`src/rtl/bus_responder_pkg.sv`:
```
// bus_responder_pkg
// Shared definitions for the bus responder: FSM state encoding, default
// widths and the largest supported wait-state count.
`ifndef BUS_RESPONDER_PKG_SV
`define BUS_RESPONDER_PKG_SV

package bus_responder_pkg;

  localparam int DEFAULT_DATA_WIDTH  = 16;
  localparam int DEFAULT_ADDR_WIDTH  = 8;
  localparam int DEFAULT_WAIT_STATES = 2;
  localparam int WAIT_STATES_MAX     = 15;

  // state | meaning
  // IDLE  | no access in progress, watching for a strobe assertion
  // WAIT  | access accepted, counting down wait states
  // DONE  | access completed, ready held until the strobe releases
  typedef enum logic [1:0] {
    IDLE = 2'd0,
    WAIT = 2'd1,
    DONE = 2'd2
  } state_e;

endpackage

`endif

```
`src/rtl/bus_responder_strobe_edge_detect.sv`:
```
// strobe_edge_detect
// Registers the previous sample of both active-low CPU strobes and reports
// a fresh assertion (low now, high on the previous edge) for each.
// Ports:
//   clock, reset        - system clock, async active-high reset
//   notRD, notWR        - active-low strobes from the CPU
//   rdAssert, wrAssert  - strobe low now and high at the previous edge
//   bothLow             - both strobes low at this edge
//   rdLevel, wrLevel    - strobe currently asserted (low)
module strobe_edge_detect (
  input  logic clock,
  input  logic reset,
  input  logic notRD,
  input  logic notWR,
  output logic rdAssert,
  output logic wrAssert,
  output logic bothLow,
  output logic rdLevel,
  output logic wrLevel
);

  logic prevRd_q;
  logic prevWr_q;

  // Previous samples start deasserted so a strobe already low when reset
  // releases counts as an assertion.
  always_ff @(posedge clock or posedge reset) begin
    if (reset) begin
      prevRd_q <= 1'b1;
      prevWr_q <= 1'b1;
    end else begin
      prevRd_q <= notRD;
      prevWr_q <= notWR;
    end
  end

  assign rdLevel  = ~notRD;
  assign wrLevel  = ~notWR;
  assign rdAssert = ~notRD & prevRd_q;
  assign wrAssert = ~notWR & prevWr_q;
  assign bothLow  = ~notRD & ~notWR;

endmodule

```
`src/rtl/bus_responder.sv`:
```
// bus_responder
// Memory-side responder for the CPU notRD/notWR strobe pair. On a strobe
// assertion it latches the address (and write data), waits WAIT_STATES
// cycles, then either drives store data onto the bus or commits the write
// into the internal store, and holds ready until the strobe releases.
// Ports:
//   clock, reset   - system clock, async active-high reset
//   notRD, notWR   - active-low read / write strobes
//   address        - word address, sampled at the assertion edge
//   dataIn         - write data, sampled at the assertion edge
//   dataOut        - read data (holds its value after the access)
//   dataOutEnable  - high while dataOut should drive the bus
//   ready          - access complete, held until strobe release
//   busError       - one-cycle pulse on abort or both-strobes-low
//                    (only when BUS_ERROR_EN is defined)
// Build option: BUS_ERROR_EN adds the busError port and its logic.
module bus_responder
  import bus_responder_pkg::*;
#(
  parameter int DATA_WIDTH  = DEFAULT_DATA_WIDTH,
  parameter int ADDR_WIDTH  = DEFAULT_ADDR_WIDTH,
  parameter int WAIT_STATES = DEFAULT_WAIT_STATES
) (
  input  logic                  clock,
  input  logic                  reset,
  input  logic                  notRD,
  input  logic                  notWR,
  input  logic [ADDR_WIDTH-1:0] address,
  input  logic [DATA_WIDTH-1:0] dataIn,
  output logic [DATA_WIDTH-1:0] dataOut,
  output logic                  dataOutEnable,
  output logic                  ready
`ifdef BUS_ERROR_EN
  ,
  output logic                  busError
`endif
);

  localparam int         DEPTH     = 1 << ADDR_WIDTH;
  localparam logic [3:0] WAIT_INIT = 4'(WAIT_STATES);

  logic rdAssert, wrAssert, bothLow, rdLevel, wrLevel;

  strobe_edge_detect u_edge (
    .clock    (clock),
    .reset    (reset),
    .notRD    (notRD),
    .notWR    (notWR),
    .rdAssert (rdAssert),
    .wrAssert (wrAssert),
    .bothLow  (bothLow),
    .rdLevel  (rdLevel),
    .wrLevel  (wrLevel)
  );

  state_e                state_q, state_d;
  logic [3:0]            count_q, count_d;
  logic [ADDR_WIDTH-1:0] addr_q, addr_d;
  logic [DATA_WIDTH-1:0] data_q, data_d;
  logic                  isWr_q, isWr_d;
  logic [DATA_WIDTH-1:0] dout_q, dout_d;
  logic                  oe_q, oe_d;
  logic                  ready_q, ready_d;

  logic [DATA_WIDTH-1:0] mem [DEPTH];
  logic                  memWe;
  logic [ADDR_WIDTH-1:0] memAddr;
  logic [DATA_WIDTH-1:0] memWdata;
  logic                  activeLow;

`ifdef BUS_ERROR_EN
  logic errEvent;
  logic err_q;
`endif

  always_comb begin
    state_d   = state_q;
    count_d   = count_q;
    addr_d    = addr_q;
    data_d    = data_q;
    isWr_d    = isWr_q;
    dout_d    = dout_q;
    oe_d      = oe_q;
    ready_d   = ready_q;
    memWe     = 1'b0;
    memAddr   = addr_q;
    memWdata  = data_q;
    activeLow = isWr_q ? wrLevel : rdLevel;
`ifdef BUS_ERROR_EN
    errEvent  = 1'b0;
`endif

    unique case (state_q)
      IDLE: begin
        if (bothLow) begin
`ifdef BUS_ERROR_EN
          // Only the edge where a strobe newly asserts flags the conflict,
          // so a long overlap yields a single pulse.
          errEvent = rdAssert | wrAssert;
`endif
        end else if (rdAssert || wrAssert) begin
          addr_d = address;
          isWr_d = wrAssert;
          if (wrAssert) data_d = dataIn;
          if (WAIT_STATES == 0) begin
            // Zero wait states: complete on the assertion edge itself using
            // the bus values directly, since the latches are not yet loaded.
            state_d  = DONE;
            ready_d  = 1'b1;
            memAddr  = address;
            memWdata = dataIn;
            if (wrAssert) begin
              memWe = 1'b1;
            end else begin
              dout_d = mem[address];
              oe_d   = 1'b1;
            end
          end else begin
            state_d = WAIT;
            count_d = WAIT_INIT;
          end
        end
      end

      WAIT: begin
        if (!activeLow) begin
          state_d = IDLE;
`ifdef BUS_ERROR_EN
          errEvent = 1'b1;
`endif
        end else if (count_q == 4'd1) begin
          state_d = DONE;
          ready_d = 1'b1;
          if (isWr_q) begin
            memWe = 1'b1;
          end else begin
            dout_d = mem[addr_q];
            oe_d   = 1'b1;
          end
        end else begin
          count_d = count_q - 4'd1;
        end
      end

      DONE: begin
        if (!activeLow) begin
          state_d = IDLE;
          ready_d = 1'b0;
          oe_d    = 1'b0;
        end
      end

      default: state_d = IDLE;
    endcase
  end

  always_ff @(posedge clock or posedge reset) begin
    if (reset) begin
      state_q <= IDLE;
      count_q <= '0;
      addr_q  <= '0;
      data_q  <= '0;
      isWr_q  <= 1'b0;
      dout_q  <= '0;
      oe_q    <= 1'b0;
      ready_q <= 1'b0;
    end else begin
      state_q <= state_d;
      count_q <= count_d;
      addr_q  <= addr_d;
      data_q  <= data_d;
      isWr_q  <= isWr_d;
      dout_q  <= dout_d;
      oe_q    <= oe_d;
      ready_q <= ready_d;
    end
  end

  // Store is never cleared; a commit is suppressed while reset is held so an
  // interrupted write is lost.
  always_ff @(posedge clock) begin
    if (memWe && !reset) mem[memAddr] <= memWdata;
  end

`ifdef BUS_ERROR_EN
  always_ff @(posedge clock or posedge reset) begin
    if (reset) err_q <= 1'b0;
    else       err_q <= errEvent;
  end
  assign busError = err_q;
`endif

  assign dataOut       = dout_q;
  assign dataOutEnable = oe_q;
  assign ready         = ready_q;

endmodule

```
`config.mk`:
```
export PLATFORM = sky130hd
export DESIGN_NAME = bus_responder
export DESIGN_NICKNAME = d
export VERILOG_FILES = /design/src/rtl/bus_responder_pkg.sv /design/src/rtl/bus_responder_strobe_edge_detect.sv /design/src/rtl/bus_responder.sv
export SDC_FILE = /design/constraint.sdc
export NUM_CORES = 2
export LEC_CHECK = 0
export CORE_MARGIN = 4
export CORE_UTILIZATION = 40
export CTS_CLUSTER_DIAMETER = 30
export DETAILED_ROUTE_END_ITERATION = 10
export PLACE_DENSITY = 0.64
export SKIP_LAST_GASP = 1
export SLEW_MARGIN = 20
export SYNTH_ARGS = -nofsm -noshare
export SYNTH_HDL_FRONTEND = slang
export SYNTH_SLANG_ARGS = --single-unit
```
`constraint.sdc`:
```
create_clock -name clock -period 4.1 [get_ports clock]
set_input_delay 0.615 -clock clock [delete_from_list [all_inputs] [get_ports clock]]
set_output_delay 0.615 -clock clock [all_outputs]
set_load 0.02 [all_outputs]
```
==> metrics <==
outcome complete, no violations; Crit path required time 5040 ps; leakage 63.74 nW; cell taking the most area after synthesis edfxtp_1; worst-path fanout max 24; placed cell areas 172300 sq um; Finished Core Util 49.54%; Slowest-stage cell, CP a2111oi_0; Pwr Density 736.4 nW/um^2; global route overflow 0; Starting Density 40.17%; IO Pins 46; Sink Count 4147; Max Clock Freq 253.8 MHz; Final Slew Violations 0; VDD IR max 0.0006957 V; startpoint types register; Critical Path End Type register; Final Hold Viols 0; Total Die Area 407800 sq um; Root Driver clkbuf_16; Post-synth top flop edfxtp_1; Worst-path clk slew 50 ps; Tot GR Track Use 22.38%; Iter 0 DRT Violations 11.94k; DRC viols 0; commonest cells in the netlist 4096 x edfxtp_1, 987 x mux4_2, 305 x nor2_1; Compound-Gate Fraction of Synth Area 2.265%; simple-gate share of the synthesized area 2.098%; cell breakdown of the critical path inv_8 > buf_12 > buf_4 > nand2_1 > a32o_1 > a2111oi_0 > o41ai_1 > a41oi_1; Setup CP Type reg -> reg; post-DP HPWL 288100 um; fin crit period 3939 ps; vias in the first global route 83.53k; Clock Latency Late Sink 1060 ps; Clock Skew 75.98 ps; Row Count 231; number of port buffers 45; Mean Syn Cell Area 22.20 sq um; total wire length 463300 um; # setup viols final 0; Finished Cell Area 196200 sq um; Area Overhead vs Synth 23.33%; vias after detailed routing 83.33k; Post-Synth XOR/XNOR Area 0.01101%; mux cell area share after synthesis 16.09%; Max-Cap Viols 0; number of synthesized flops with an enable pin 4096; nets 8274; DR WL/cell 32.85 um; setup TNS 0 ps; Seq/Total Area, Yosys 78.13%; Worst Max-Slew Pin Slew 1320 ps; initial antenna violation count 34; ANT nets after route 0; Syn Std Cell Area 159100 sq um; layout cells sized above 1 34.53%; RSZ-0062 raised after global routing false; CP Buf/Inv Count 3; library cells used by synthesis 69; TritonRoute pass-1 iters 8; synthesized flop and latch total 4147; CTS tree done; die width 638.6 um; Critical Path Max Stage Delay 1030 ps; pin count of the biggest net entering global routing 161; synthesized-area fraction occupied by adder cells 0.01573%; fin crit share 96.08%; Net Count, Synth 7194; Core ar. 396000 sq um; fraction of registers with async set or reset after synthesis 1.230%; CTS Hold Bufs 0; DIE HEIGHT 638.6 um; synth warn 0; Pwr Total 144.5 mW; crit-path leading delay family compound AO/OA/AOI/OAI gates; Hold WC Path Type in -> reg; global-route wire length before repair 649600 um; largest family of logic cells by synthesized area multiplexers; synth top area cells edfxtp_1 77%, mux4_2 14%, mux2i_1 1.7%, dfrtp_1 0.77%, nor2_1 0.72%; Vias per Instance 5.910; H-tree levels 6; Num CTS Buffers 694; Clock Path Buffers 4; Synth top area share 77.33%; Mapped Cells 7164; GPL Wtd Cong 0.9041; count leader, synth edfxtp_1; crit path DAT 4880 ps; Max-slew headroom 9.692%
power breakdown:
group          internal, mW  leakage, nW  switching (mW)  total, mW
registers              52.2         37.6            1.84       54.0
logic                  11.7         14.7            20.8       32.5
clock network          36.4         11.5            21.5       57.9
total                   100         63.7            44.2        144
flip-flops by register name (all words and copies together) (netlist names):
name / count
dataOutEnable: 1
count_q: 4
u_edge.prevRd_q: 1
addr_q: 8
state_q: 2
dataOut: 16
u_edge.prevWr_q: 1
isWr_q: 1
data_q: 16
mem: 4096
ready: 1
worst reg2reg max path, delay by kind of cell (launching register included):
kind                   cells  cell delay, ps
DFF                        1             660
buffers and inverters      3            1080
AOI/OAI and AO/OA          4            2000
and+or+nand+nor            1             110
metal layers:
metal  track usage, %  wire, um  part of all wire (%)  vias to the layer above
li1                 -         -                     -                    32820
met1            29.92    170300                    37                    44170
met2            34.81    217800                    47                     5336
met3            5.209     51010                    11                      985
met4            10.69     24090                   5.2                       18
met5                0       120                 0.026                        -
per-stage QoR:
step / instances / hold slack (ps) / setup WS (ps)
after detailed placement: 12790 / 530.9 / 224.2
final: 14100 / 190.6 / 160.7
after floorplan: 7164 / 497.7 / 117.7
after global placement: 12790 / 510.8 / -273.9
after CTS: 14080 / 108.2 / 156.5
after global routing: 14080 / 175.9 / 24.82
area by class of cell:
cell class | instances | area (sq um)
fillers | 30960 | 199800
well taps | 5242 | 6559
clock inverters | 524 | 6147
clock buffers | 765 | 17700
flip-flops and latches | 4147 | 124400
inverters | 12 | 60.06
repair buffers | 800 | 8476
multi-input cells | 2589 | 32830
diodes | 21 | 52.55
cell usage in the layout, fill, tap and decap left out, drive strengths merged, types with 49 or more instances in the layout:
cell type  instances
inv              110
o22ai            118
mux4             990
a21oi             55
mux2              52
bufinv            73
mux2i            270
nand2            261
edfxtp          4096
clkinvlp          67
dfrtp             49
buf              755
nand3             60
a22oi             90
o21ai             53
a32oi             63
clkbuf           765
nor2             305
clkinv           286
worst paths after layout:
path                            depth (start not counted)              startpoint                   endpoint  slack (ps)
worst max-delay path                                    8   addr_q[0]$_DFFE_PP0P_    dataOut[13]$_DFFE_PP0P_         160
worst min-delay path                                    1                   notRD  u_edge.prevRd_q$_DFF_PP1_         190
worst max register to register                          8   addr_q[0]$_DFFE_PP0P_    dataOut[13]$_DFFE_PP0P_         160
worst min register to register                          1  count_q[0]$_DFFE_PP0P_     count_q[0]$_DFFE_PP0P_         560
max in group asynchronous                               3                   reset      addr_q[0]$_DFFE_PP0P_        2950
min in group asynchronous                               3                   reset         isWr_q$_DFFE_PP0P_         290
cell families after synthesis:
family / Yosys count
AO/OA/AOI/OAI: 507
XOR/XNOR: 2
adder cells (fa/ha/maj): 2
buffers and inverters: 428
flip-flops: 4147
multiplexers: 1312
AND/OR/NAND/NOR: 766
repair_timing:
item | in CTS | in global routing
buffers inserted | 0 | 0
endpoints found under the setup margin | 0 | 1
resized for setup | 0 | 1
(Power assumes the default switching activity.)
